[src/rtl/mul_pkg.sv]
// Shared types and constants for the product accumulator: widths, FSM states,
// saturation limits, latched batch configuration and product extension helper.
package mul_pkg;

  localparam int PW   = 64;
  localparam int CNTW = 8;
  localparam int AW   = PW + CNTW;

  typedef enum logic [1:0] {
    IDLE  = 2'd0,
    ACCUM = 2'd1,
    DONE  = 2'd2
  } state_t;

  localparam logic [PW-1:0] SMAX = {1'b0, {(PW-1){1'b1}}};
  localparam logic [PW-1:0] SMIN = {1'b1, {(PW-1){1'b0}}};
  localparam logic [PW-1:0] UMAX = {PW{1'b1}};

  typedef struct packed {
    logic [CNTW-1:0] len;
    logic            sgn;
    logic            sat;
  } cfg_t;

  function automatic logic [AW-1:0] ext_prod(input logic [PW-1:0] p, input logic sgn);
    return sgn ? {{CNTW{p[PW-1]}}, p} : {{CNTW{1'b0}}, p};
  endfunction

endpackage

[src/rtl/mul_acc_sat.sv]
// Combinational range check of the wide accumulator and PW-bit result selection
// (saturate or wrap); zero latency, no flow control.
module mul_acc_sat
  import mul_pkg::*;
(
  input  logic [AW-1:0] acc,
  input  logic          signed_mode,
  input  logic          sat_en,
  output logic [PW-1:0] out_acc,
  output logic          ovf
);

  logic [AW-PW:0] top_bits;

  always_comb begin
    top_bits = acc[AW-1:PW-1];
    // A signed value fits in PW bits only when every guard bit copies the PW sign bit.
    ovf      = signed_mode ? !((&top_bits) || !(|top_bits)) : (|acc[AW-1:PW]);
    out_acc  = acc[PW-1:0];
    if (sat_en && ovf) begin
      out_acc = signed_mode ? (acc[AW-1] ? SMIN : SMAX) : UMAX;
    end
  end

endmodule

[src/rtl/mul_accumulator.sv]
// Sums batch_len products into a guarded accumulator; result valid 1 cycle after the last accepted product.
// in_ready is high only while accumulating; the result holds in DONE until out_ready.
module mul_accumulator
  import mul_pkg::*;
(
  input  logic            clk,
  input  logic            rst,
  input  logic            start,
  input  logic [CNTW-1:0] batch_len,
  input  logic            signed_mode,
  input  logic            sat_en,
  input  logic            in_valid,
  output logic            in_ready,
  input  logic [PW-1:0]   in_prod,
  output logic            out_valid,
  input  logic            out_ready,
  output logic [PW-1:0]   out_acc,
  output logic            out_ovf,
  output logic [CNTW-1:0] out_count,
  output logic            busy
);

  state_t          state, state_nxt;
  cfg_t            cfg;
  logic [AW-1:0]   acc, acc_sum;
  logic [CNTW-1:0] cnt;
  logic [PW-1:0]   sat_acc;
  logic            sat_ovf;
  logic            xfer, last;

  assign in_ready  = (state == ACCUM);
  assign out_valid = (state == DONE);
  assign busy      = (state != IDLE);

  assign xfer    = in_valid & in_ready;
  assign last    = xfer && (cnt == cfg.len - 1'b1);
  assign acc_sum = acc + ext_prod(in_prod, cfg.sgn);

  // The result is judged on the sum including the final product, so it can be
  // registered on the same edge that accepts that product.
  mul_acc_sat u_sat (
    .acc         (acc_sum),
    .signed_mode (cfg.sgn),
    .sat_en      (cfg.sat),
    .out_acc     (sat_acc),
    .ovf         (sat_ovf)
  );

  always_ff @(posedge clk or negedge rst) begin
    if (!rst) begin
      state <= IDLE;
    end else begin
      state <= state_nxt;
    end
  end

  always_comb begin
    state_nxt = state;
    case (state)
      IDLE:    if (start) state_nxt = (batch_len == '0) ? DONE : ACCUM;
      ACCUM:   if (last) state_nxt = DONE;
      DONE:    if (out_ready) state_nxt = IDLE;
      default: state_nxt = IDLE;
    endcase
  end

  always_ff @(posedge clk or negedge rst) begin
    if (!rst) begin
      cfg       <= '0;
      acc       <= '0;
      cnt       <= '0;
      out_acc   <= '0;
      out_ovf   <= 1'b0;
      out_count <= '0;
    end else begin
      case (state)
        IDLE: begin
          if (start) begin
            cfg       <= '{len: batch_len, sgn: signed_mode, sat: sat_en};
            acc       <= '0;
            cnt       <= '0;
            out_acc   <= '0;
            out_ovf   <= 1'b0;
            out_count <= '0;
          end
        end
        ACCUM: begin
          if (xfer) begin
            acc <= acc_sum;
            cnt <= cnt + 1'b1;
            if (last) begin
              out_acc   <= sat_acc;
              out_ovf   <= sat_ovf;
              out_count <= cnt + 1'b1;
            end
          end
        end
        DONE: begin
          if (out_ready) begin
            out_acc   <= '0;
            out_ovf   <= 1'b0;
            out_count <= '0;
          end
        end
        default: ;
      endcase
    end
  end

endmodule

[config.mk]
export PLATFORM = sky130hd
export DESIGN_NAME = mul_accumulator
export DESIGN_NICKNAME = d
export VERILOG_FILES = /design/src/rtl/mul_pkg.sv /design/src/rtl/mul_acc_sat.sv /design/src/rtl/mul_accumulator.sv
export SDC_FILE = /design/constraint.sdc
export NUM_CORES = 1
export LEC_CHECK = 0
export CORE_UTILIZATION = 25
export DETAILED_ROUTE_END_ITERATION = 16
export PLACE_DENSITY_LB_ADDON = 0.2
export SYNTH_ARGS = -nofsm -noshare
export SYNTH_HDL_FRONTEND = slang
export SYNTH_SLANG_ARGS = --single-unit
export TNS_END_PERCENT = 5
[constraint.sdc]
create_clock -name clk -period 4.35 [get_ports clk]
set_clock_uncertainty 0.05 [all_clocks]
set_input_delay 0.87 -clock clk [delete_from_list [all_inputs] [get_ports clk]]
set_output_delay 0.87 -clock clk [all_outputs]
set_load 0.01 [all_outputs]
* Word level (Yosys, flattened, before mapping)
Cells that the tools add are included.
W data, S select, Z words.
** Word-level totals
- Register bits :: 165
- Bits of input ports :: 79
- Output and inout port bits :: 76
** Cells by class
- $add $sub $neg :: 3
- Equality and inequality tests :: 7
- Mux-type cells :: 30
- Bitwise gates (word level) :: 1
- Reduce and logical (&&, ||, !) cells :: 17
** Operators with widths (number)
- $mux W64 :: 7
- $mux W72 :: 3
- $pmux W64 S3 :: 1
- $pmux W72 S2 :: 1
- $add A72 B72 Y72 :: 1
- $mux W8 :: 5
- $pmux W8 S3 :: 1
- $pmux W8 S2 :: 1
- $reduce_and A9 Y1 :: 1
- $reduce_or A9 Y1 :: 1
- $add A8 B1 Y8 const B :: 1
- $eq A8 B8 Y1 :: 1
- $logic_not A8 Y1 :: 1
- $mux W2 :: 4
- $reduce_or A8 Y1 :: 1
- $sub A8 B1 Y8 const B :: 1
- $ne A2 B1 Y1 const B :: 3
- $pmux W2 S3 :: 1
- $reduce_and A3 Y1 :: 2
- $mux W1 :: 5
- $reduce_and A5 Y1 :: 1
- $reduce_bool A2 Y1 :: 2
- $pmux W1 S3 :: 1
- $reduce_bool A3 Y1 :: 1
- 9 further kinds :: 11

* Longest topological paths before layout
Gate-level depths: netlist (run 1).
- Word-level depth :: 12
- Depth in mapped cells :: 17

* Cells and area by module
From an unflattened synthesis (run 1), not the netlist that was laid out.
** Unflattened totals
- Cells, all modules :: 1331
- Area, all modules :: 11538.6 µm²
** Modules (own cells, without submodules)
- mul_accumulator :: instances 1, cells each 1241, area an instance 10856.7 µm², sequential area each 4129.0 µm²
- mul_acc_sat :: instances 1, cells each 90, area an instance 681.9 µm², sequential area each 0.0 µm²

* Worst setup path before layout (run 1)
Ideal clock, no wire load.
- Kind :: input-to-reg
- Start point :: input port in_prod[63]
- End point :: register out_acc[63]
- Data arrival time :: 4.118 ns
- Setup slack :: 0.061 ns
- Stages :: 16
- Buffers on the path :: 2
- Path through :: and2_1 -> ha_1 -> buf_2 -> and4_1 -> and2_1 -> a22oi_1 -> a21oi_1 -> a211oi_1 -> mux2_2 -> a311oi_1 -> a2111o_1 -> nor4_2 -> a211oi_1 -> buf_6 -> nand3_1 -> a32o_1
** Between the ends
- Word-level cells in the longest chain between the ends :: 12
- Elaborated cells on any way between the ends :: 16
** Ends and longest elaborated chain
- start: declaration :: RTL line mul_accumulator.sv:14 : input logic [PW-1:0] in_prod,
- $mux W72 * :: RTL line mul_pkg.sv:26 : return sgn ? {{CNTW{p[PW-1]}}, p} : {{CNTW{1'b0}}, p};
- $add A72 B72 Y72 * :: RTL line mul_accumulator.sv:37 : assign acc_sum = acc + ext_prod(in_prod, cfg.sgn);
- $reduce_or A9 Y1 :: RTL line mul_acc_sat.sv:18 : ovf = signed_mode ? !((&top_bits) || !(|top_bits)) : (|acc[AW-1:PW]);
- $logic_not A1 Y1 :: RTL line mul_acc_sat.sv:18
- $logic_or A1 B1 Y1 :: RTL line mul_acc_sat.sv:18
- $logic_not A1 Y1 :: RTL line mul_acc_sat.sv:18
- $mux W1 :: RTL line mul_acc_sat.sv:18
- $logic_and A1 B1 Y1 :: RTL line mul_acc_sat.sv:20 : if (sat_en && ovf) begin
- $mux W64 * :: RTL line mul_acc_sat.sv:20
- $mux W64 * :: RTL line mul_accumulator.sv:91 : if (last) begin
- $mux W64 * :: RTL line mul_accumulator.sv:88 : if (xfer) begin
- $pmux W64 S3 * :: RTL line mul_accumulator.sv:76 : case (state)
- end signal: assignment :: RTL line mul_accumulator.sv:92 : out_acc <= sat_acc;
- end: declaration :: RTL line mul_accumulator.sv:17 : output logic [PW-1:0] out_acc,
Mark *: on every way between the ends. The rest lies on a longest branch, timed or not. The select of a mux whose other input is x is not followed.
A chain may end at the register's enable or synchronous reset.

* Worst setup path in the final report (run 1)
- Start point :: input port in_prod[11]
- End point :: register out_acc[63]
Same word-level chain as after synthesis.

==> results of run 1 <==
==> kinds of logic after synthesis <==
kind of cell               share of synthesized area [%]
xor gates and xnor gates                            5.90
and+or+nand+nor                                     18.3
muxes                                               1.14
buffers and inverters                               4.38
DFF                                                 35.2
AOI/OAI and AO/OA                                   27.1
adders and majority gates                           7.96
==> stage by stage <==
step,setup TNS [ns],hold WS [ns],cell area [um2]
2_1_floorplan,0,0.393,11700
3_3_place_gp,-39.79,0.407,15900
3_5_place_dp,-46.77,0.412,15900
4_1_cts,-2.72,0.414,16900
5_1_grt,-1.65,0.438,18400
6_report,-0.0211,0.392,18400
==> flip-flops by register name, indices dropped and copies added (netlist names) <==
name	count
acc	72
cfg	10
cnt	8
out_acc	64
out_count	8
out_ovf	1
state	2
==> cell type report <==
type | instances | area share (%)
timing repair buffer | 484 | 23.4
multi-input combinational | 1080 | 46.6
clock inverter | 13 | 0.518
inverter | 21 | 0.430
clock buffer | 19 | 2.47
tap | 600 | 4.09
antenna | 1 | 0.0136
sequential | 165 | 22.5
==> how the worst max path moves through the flow <==
stage                            from     endpoint  slack, ns  cells past startpoint
after floorplan           in_prod[63]  out_acc[63]       0.06                     16
after global placement    in_prod[63]  out_acc[30]      -0.63                     18
after detailed placement   in_prod[0]  out_acc[43]      -0.76                     17
after CTS                 in_prod[56]   out_acc[5]      -0.07                     18
after global routing      in_prod[60]  out_acc[63]      -0.11                     17
final                     in_prod[11]  out_acc[63]      -0.02                     17
==> layout by cell type, fill, tap and decap left out, types with 20 or more instances in the layout <==
cell type,Yosys,final
nand4_1,36,36
xor2_1,39,39
o21ai_1,9,20
dfrtp_1,165,165
dlymetal6s2s_1,0,47
o21ai_0,76,54
nor2_1,136,93
buf_4,0,313
o21ai_2,62,73
a22o_1,67,67
clkdlybuf4s50_1,0,95
nor2_2,0,42
xnor2_1,40,38
a21oi_2,2,40
nand2_1,183,175
a21oi_1,113,69
ha_4,0,58
==> repair_timing <==
| action | CTS | global route |
|---|---|---|
| endpoints found under the setup margin | 64 | 64 |
| resized for setup | 90 | 250 |
| pin swaps | 25 | 114 |
| gates cloned | 2 | 3 |
| setup buffers | 9 | 21 |
==> power by group <==
part / internal [uW] / switching (uW)
registers: 1940 / 392
logic: 3940 / 4450
clock network: 767 / 716
==> metal layers <==
layer	vias to the layer above	track usage, %	routed length, um
met2	214	28.8	20500
met4	0	4.57	567
met5	-	0	0
met1	5679	23.8	20100
met3	27	2.84	1450
li1	5744	-	-
==> results.json, run 1 <==
{
  "status": "finished with violations",
  "failed_checks": "setup timing",
  "clockBufferDepth": 2,
  "grt_max_degree": 73,
  "hold_viol_final": 0,
  "drc": 0,
  "seq_area_mm2": 0.00413,
  "drv_cap": 0,
  "finalCritPeriodShare_pct": 100,
  "r2r_cells": 16,
  "p_leak_uw": 0.00816,
  "netlist.area_leader.share_pct": 35.2,
  "yosysWarnings": 0,
  "path_buf_inv": 4,
  "vias": 11700,
  "finalMaxSlewViolations": 0,
  "clockRootBuffer": "clkbuf_16",
  "post-place-ws_ns": -0.763,
  "regToRegStartpoint": "acc[0]",
  "timing.slew.headroom_pct": 44.7,
  "totalWireLength_mm": 42.7,
  "grt_overflow": 0,
  "netlist_area_mm2": 0.0117,
  "fin_crit_ns": 4.37,
  "setup_viol_count_final": 1,
  "drt_iter0_drc": 595,
  "area_growth_pct": 56.5,
  "multi_input_area_mm2": 0.00855,
  "num_rows": 78,
  "nets": 1922,
  "crit_family": "simple AND/OR/NAND/NOR gates",
  "yosysSeqAreaShare_pct": 35.2,
  "timing.critical_path.mode_cell": "buf_4",
  "grt_usage_pct": 17.6,
  "clk_latency_ns": 0.46,
  "power_density_mw_per_mm2": 665,
  "utilization_pct": 40.0,
  "rsz0062_at_grt": "true",
  "hp-class": "in -> async",
  "port_buffers": 154,
  "htree_levels": 4,
  "cpMaxStageDelayCell": "or4b_4",
  "critical_path_class": "in -> reg",
  "initial_core_util_pct": 25.6,
  "die_w_um": 219,
  "fin_cells": 2383,
  "critPathMaxStageDelay_ns": 0.50,
  "syn_inst": 1347,
  "fp.dieH_um": 219,
  "drt-pass1-iter-count": 5,
  "ys_seq_elements": 165,
  "fmax_mhz": 229,
  "rrSetupSlack_ns": 0.10,
  "finalPower_uw": 12200,
  "async_reset_ff_share_pct": 100,
  "yosysTopAreaCell": "dfrtp_1",
  "synth.area.top_cells": "dfrtp_1, ha_1, nand2_1",
  "num_io_pins": 155,
  "die_area_mm2": 0.0478,
  "cp-end-kind": "flop",
  "vdd_drop_max_v": 0.000269,
  "place.gp.congestion": 0.858,
  "avgRoutedWirePerCell_um": 17.9,
  "core-area_mm2": 0.0459,
  "cp_max_fo": 8,
  "routed_via_density": 4.89,
  "worst_pin_slew_ns": 0.830,
  "hpwl_mm": 31.0,
  "yosys-top-cells-count": "nand2_1, dfrtp_1, nor2_1",
  "cts_tree": "yes",
  "cp.required_ns": 4.65,
  "ys.flop_type": "dfrtp_1",
  "avgSynthCellArea_um2": 8.71,
  "synth.most_common_cell": "nand2_1",
  "r2r_end": "out_acc[63]",
  "clk_pin_slew_ns": 0.07,
  "dpl.cell_count": 2319,
  "cts_buffers": 17,
  "drive_gt1_share_pct": 37.9,
  "fin_ws_ns": -0.0211,
  "cts-hold-fix-buffers": 0,
  "arrival_ns": 4.68,
  "clock-sinks": 165,
  "synth_edf_count": 0,
  "grt_pass1_wl_mm": 65.9,
  "synth_nets": 1500,
  "ant_nets": 0,
  "grt_pass1_vias": 12000,
  "antenna_found_initial": 1,
  "fill_cells": 4630,
  "crit_chain": "clkdlybuf4s50_1 -> ha_4 -> buf_4 -> nand2_1 -> or3_1 -> a21o_1 -> nand3_1 -> a41o_1 -> a21boi_2 -> xnor2_2 -> or4b_4 -> nor4_4 -> buf_4 -> a211oi_4 -> buf_12 -> or2_1 -> a32o_1",
  "synth_cell_types": 79,
  "worstSetupStartpointType": "input port"
}
Power figures use the tool's default switching activity.
==> run 2, diff against run 1 <==
--- a/config.mk
+++ b/config.mk
@@ -5,7 +5,7 @@
 export SDC_FILE = /design/constraint.sdc
 export NUM_CORES = 1
 export LEC_CHECK = 0
-export CORE_UTILIZATION = 25
+export CORE_UTILIZATION = 40
 export DETAILED_ROUTE_END_ITERATION = 16
 export PLACE_DENSITY_LB_ADDON = 0.2
 export SYNTH_ARGS = -nofsm -noshare
==> run 2 against run 1 <==
  * The flow now finishes without violations
  * Die area fell by 37%
  * Cell area fell by 3.0%
  * Via count rose by 1.3%
  * Setup slack improved by 0.062 ns
  * Critical path depth rose by 3
  * Combinational power fell by 3.7%
  * Sequential share of layout area rose by 0.69 points
  * Wire length fell by 9.7%
  * Sequential power barely moved
  * Critical endpoint is now out_acc[46]
==> results.json, run 2 (synthesis gave the netlist of run 1 again) <==
{
  "drt_iter0_drc": 674,
  "finalMaxSlewViolations": 0,
  "area_growth_pct": 51.8,
  "core-area_mm2": 0.0288,
  "cp_max_fo": 21,
  "critical_path_class": "in -> reg",
  "hold_viol_final": 0,
  "avgRoutedWirePerCell_um": 17.8,
  "p_leak_uw": 0.00803,
  "num_rows": 62,
  "worstSetupStartpointType": "input port",
  "cts_tree": "yes",
  "num_io_pins": 155,
  "routed_via_density": 5.47,
  "regToRegStartpoint": "acc[25]",
  "top_regs": "acc x72, out_acc x64, cfg x10",
  "totalWireLength_mm": 38.5,
  "final_cell_mix": "buf_4, nand2_1, dfrtp_1",
  "antenna_found_initial": 1,
  "fin_ws_ns": 0.0410,
  "arrival_ns": 4.64,
  "post-place-ws_ns": -0.648,
  "fin_crit_ns": 4.31,
  "vdd_drop_max_v": 0.000325,
  "port_buffers": 154,
  "startpoint": "in_prod[19]",
  "grt_usage_pct": 24.4,
  "die_area_mm2": 0.0300,
  "grt_pass1_vias": 11800,
  "hp-class": "in -> async",
  "nets": 1915,
  "status": "finished, final reports clean",
  "fmax_mhz": 232,
  "setup_viol_count_final": 0,
  "drive_gt1_share_pct": 35.1,
  "place.gp.congestion": 0.934,
  "cts-hold-fix-buffers": 0,
  "hpwl_mm": 27.5,
  "ant_nets": 0,
  "initial_core_util_pct": 40.7,
  "finalCritPeriodShare_pct": 99.1,
  "worst_pin_slew_ns": 0.824,
  "cp.required_ns": 4.68,
  "htree_levels": 4,
  "timing.slew.headroom_pct": 45.0,
  "clk_pin_slew_ns": 0.08,
  "rsz0062_at_grt": "true",
  "fill_cells": 2453,
  "fp.dieH_um": 173,
  "clockBufferDepth": 2,
  "drv_cap": 0,
  "power_density_mw_per_mm2": 672,
  "mostFrequentLayoutCell": "buf_4",
  "finalSetupTns_ns": 0,
  "clk_latency_ns": 0.44,
  "grt_max_degree": 103,
  "largest-register": "acc",
  "clock-sinks": 165,
  "drc": 0,
  "grt_pass1_wl_mm": 59.3,
  "vias": 11800,
  "largest_register_ff_count": 72,
  "cts_buffers": 17,
  "die_w_um": 173,
  "clockRootBuffer": "clkbuf_16",
  "cp-end-kind": "flop",
  "drt-pass1-iter-count": 5,
  "grt_overflow": 0
}
## run 2: cell types whose count changed in the layout (fill, tap and decap cells not counted), sizes merged, moves of 3 or more
cell           before  now
dlygate4sd2         7    0
dlymetal6s2s       47   38
inv                26   30
clkinv              5    2
buf               330  319
clkdlybuf4s50      95  113
## run 2: per-stage QoR
step                cells  cell area [um2]  utilization (%)  power [uW]  hold WS (ns)
floorplan            1347            11700                -        6310         0.393
global placement     2099            15600             54.3        9090         0.404
detailed placement   2099            15600             54.3        9180         0.413
CTS                  2139            16400             57.0       11000         0.368
global route         2160            17800             61.9       12800         0.400
finish               2160            17800             61.9       12000         0.345
## run 2: repair_timing
action                     4_1_cts  5_1_grt
setup endpoints to repair       64       65
gates resized for setup         30      230
pin swaps                       22       78
setup buffers                    7       17
gates cloned                     1        4
## run 2: layer usage
metal | vias up | global-route usage (%) | share of wire, %
li1 | 5725 | - | -
met2 | 279 | 41.5 | 48
met1 | 5743 | 32.4 | 46
met5 | - | 0 | 0
met4 | 0 | 6.64 | 2.6
met3 | 67 | 3.40 | 3.6
## run 2: path summary, 6_finish.rpt
path / to / slack [ns] / cells after the start
worst max-delay path: out_acc[46] / 0.04 / 20
worst min-delay path: out_count[0] / 0.35 / 1
worst max register to register: out_acc[46] / 0.30 / 20
worst min register to register: out_acc[56] / 0.43 / 2
max in group asynchronous: acc[34] / 2.90 / 2
min in group clk: out_acc[56] / 0.43 / 2
## run 2: critical path: stages
cell,delay [ns]
clkdlybuf4s50_1,0.48
ha_4,0.32
nand2_1,0.09
o21ai_1,0.25
a21oi_1,0.13
a211oi_2,0.22
buf_4,0.16
o31ai_4,0.07
buf_4,0.15
buf_4,0.13
nand2_1,0.05
nand4_1,0.10
or4b_4,0.55
nor4_2,0.15
buf_4,0.17
and2_4,0.15
o31ai_4,0.07
buf_12,0.16
buf_12,0.16
o21ai_2,0.15
## run 2: report_power, final
group | total, uW | internal (uW) | leakage (uW) | switching (uW)
Sequential | 2320 | 1940 | 0.00220 | 378
Combinational | 8080 | 3830 | 0.00556 | 4250
Clock | 1570 | 815 | 0.000279 | 754
## run 2: final cells by class
| cell class | instances | area [um2] | share of cell area, % |
|---|---|---|---|
| sequential | 165 | 4130 | 23.2 |
| clock inverter | 15 | 155 | 0.871 |
| multi-input combinational | 1080 | 8270 | 46.5 |
| inverter | 21 | 78.8 | 0.443 |
| clock buffer | 17 | 425 | 2.39 |
| antenna | 1 | 2.50 | 0.0141 |
| tap | 384 | 480 | 2.70 |
| timing repair buffer | 477 | 4260 | 23.9 |
==> run 3, diff against run 2 <==
--- a/config.mk
+++ b/config.mk
@@ -5,6 +5,7 @@
 export SDC_FILE = /design/constraint.sdc
 export NUM_CORES = 1
 export LEC_CHECK = 0
+export ABC_AREA = 1
 export CORE_UTILIZATION = 40
 export DETAILED_ROUTE_END_ITERATION = 16
 export PLACE_DENSITY_LB_ADDON = 0.2
==> run 3 against run 2 <==
  * Total power is 25% lower
  * Core utilization is 12 points lower
  * Critical endpoint is now out_acc[7]
  * Sequential power shrank 9.1%
  * Highest routed layer unchanged
  * Wire length shrank 4.5%
  * Sequential cell count did not move
  * Combinational power down 34%
  * Via count grew 1.5%
  * Sequential share of layout area up 4.0 points
  * Critical path type unchanged
  * Final cell count grew 12%
  * Hold slack improved by 0.037 ns
  * Global-route usage fell by 0.25 points
==> results.json, run 3 <==
{
  "status": "finished, final reports clean",
  "top_regs": "acc x72, out_acc x64, cfg x10",
  "finalMaxSlewViolations": 0,
  "yosysWarnings": 0,
  "antenna_cells": 0,
  "place.gp.congestion": 0.944,
  "ys_seq_elements": 165,
  "drt-pass1-iter-count": 6,
  "synth.area.top_cells": "dfrtp_1, nand2_1, ha_1",
  "setup_viol_count_final": 0,
  "synth.most_common_cell": "nand2_1",
  "post_cts_resized": 0,
  "finalSetupTns_ns": 0,
  "synth_nets": 1996,
  "crit_chain": "clkdlybuf4s50_1 -> ha_1 -> fa_1 -> nand2_1 -> nand2_1 -> nand3_1 -> nand2_1 -> nand2_1 -> nand2_2 -> nand2_1 -> nand2_2 -> nand2_1 -> nand3_1 -> nand2_1 -> nand3_1 -> nor2_2 -> nand4_4 -> nand3_4 -> buf_12 -> nand2_1 -> nand3_1 -> nand2_1",
  "timing.slew.headroom_pct": 47.3,
  "syn_inst": 1843,
  "vdd_drop_max_v": 0.000518,
  "worst_pin_slew_ns": 0.790,
  "largest-register": "acc",
  "totalWireLength_mm": 36.8,
  "yosysSeqAreaShare_pct": 33.3,
  "fin_ws_ns": 0.431,
  "clock-sinks": 165,
  "num_io_pins": 155,
  "hpwl_mm": 28.8,
  "fmax_mhz": 255,
  "cp.required_ns": 4.64,
  "synth_cell_types": 43,
  "clk_pin_slew_ns": 0.08,
  "grt_usage_pct": 24.1,
  "grt_pass1_vias": 11700,
  "hold_ws_ns": 0.382,
  "port_buffers": 154,
  "power_density_mw_per_mm2": 594,
  "cts_setup_buffers": 0,
  "async_reset_ff_share_pct": 100,
  "die_area_mm2": 0.0317,
  "cts_tree": "yes",
  "die_w_um": 178,
  "htree_levels": 4,
  "p_leak_uw": 0.00777,
  "fp.dieH_um": 178,
  "rsz0062_at_grt": "false",
  "final_cell_mix": "nand2_1, inv_1, dfrtp_1",
  "core-area_mm2": 0.0305,
  "arrival_ns": 4.21,
  "netlist.area_leader.share_pct": 33.3,
  "avgSynthCellArea_um2": 6.73,
  "nets": 2161,
  "hold_viol_final": 0,
  "ys.flop_type": "dfrtp_1",
  "grt_overflow": 0,
  "grt_pass1_wl_mm": 59.8,
  "startpoint": "in_prod[0]",
  "worstSetupStartpointType": "input port",
  "hp-class": "in -> async",
  "multi_input_area_mm2": 0.00728,
  "yosys-top-cells-count": "nand2_1, inv_1, dfrtp_1",
  "yosysTopAreaCell": "dfrtp_1",
  "fin_cells": 2417,
  "drt_iter0_drc": 811,
  "largest_register_ff_count": 72,
  "path_buf_inv": 2,
  "area_growth_pct": 22.5,
  "clockBufferDepth": 2,
  "antenna_found_initial": 0,
  "avgRoutedWirePerCell_um": 15.2,
  "cp_max_fo": 26,
  "ant_nets": 0,
  "initial_core_util_pct": 40.6,
  "num_rows": 64,
  "clk_latency_ns": 0.46,
  "critical_path_class": "in -> reg",
  "cts_buffers": 17,
  "netlist_area_mm2": 0.0124,
  "mostFrequentLayoutCell": "nand2_1",
  "cts-hold-fix-buffers": 0,
  "finalPower_uw": 9020,
  "crit_family": "simple AND/OR/NAND/NOR gates",
  "timing.critical_path.mode_cell": "nand2_1",
  "cpMaxStageDelayCell": "fa_1",
  "regToRegStartpoint": "acc[0]",
  "grt_max_degree": 90,
  "seq_area_mm2": 0.00413,
  "drc": 0,
  "vias": 12000,
  "fin_crit_ns": 3.92,
  "critPathMaxStageDelay_ns": 0.47,
  "post-place-ws_ns": -0.0863,
  "dpl.cell_count": 2385,
  "routed_via_density": 4.96,
  "clockRootBuffer": "clkbuf_16",
  "synth_edf_count": 0,
  "drv_cap": 0,
  "finalCritPeriodShare_pct": 90.1,
  "drive_gt1_share_pct": 6.38,
  "fill_cells": 3140,
  "cp-end-kind": "flop"
}
## run 3: layout make-up
class                           count  share of cell area (%)
Multi-Input combinational cell   1431                    47.9
Clock buffer                       17                    2.80
Sequential cell                   165                    27.2
Timing Repair Buffer              190                    12.7
Clock inverter                     15                    1.14
Tap cell                          396                    3.26
Inverter                          203                    5.02
## run 3: logic make-up after synthesis
kind of cell	after synthesis	synth area share, %
AO/OA/AOI/OAI	251	11.0
XOR/XNOR	75	5.30
adder cells (fa/ha/maj)	74	7.53
buffers and inverters	247	8.06
flip-flops	165	33.3
multiplexers	7	0.636
AND/OR/NAND/NOR	1024	34.2
## run 3: where the power goes
group          switching (uW)  total (uW)  internal [uW]
registers                 234        2110           1880
clock network             791        1570            781
logic                    3460        5340           1880
total                    4480        9020           4540
## run 3: final timing paths
path                          endpoint  cells after the start  slack [ns]
min                        out_acc[31]                      1        0.38
min in group clk           out_acc[44]                      2        0.43
min reg2reg                out_acc[44]                      2        0.43
max reg2reg                 out_acc[7]                     21        0.93
max                         out_acc[7]                     22        0.43
max in group asynchronous       cnt[6]                      2        2.94
## run 3: metal layers
layer	track usage, %	up-vias	wire length, um	part of all wire, %
met5	0	-	0	0
met4	5.52	0	387	1.1
met2	38.0	253	16400	44
li1	-	6187	-	-
met1	35.0	5531	18400	50
met3	3.07	25	1680	4.6
## run 3: stage by stage
step                area (um2)  utilization, %
CTS                      15200            49.8
detailed placement       14600            47.8
global route             15200            49.8
finish                   15200            49.8
global placement         14600            47.8
floorplan                12400               -
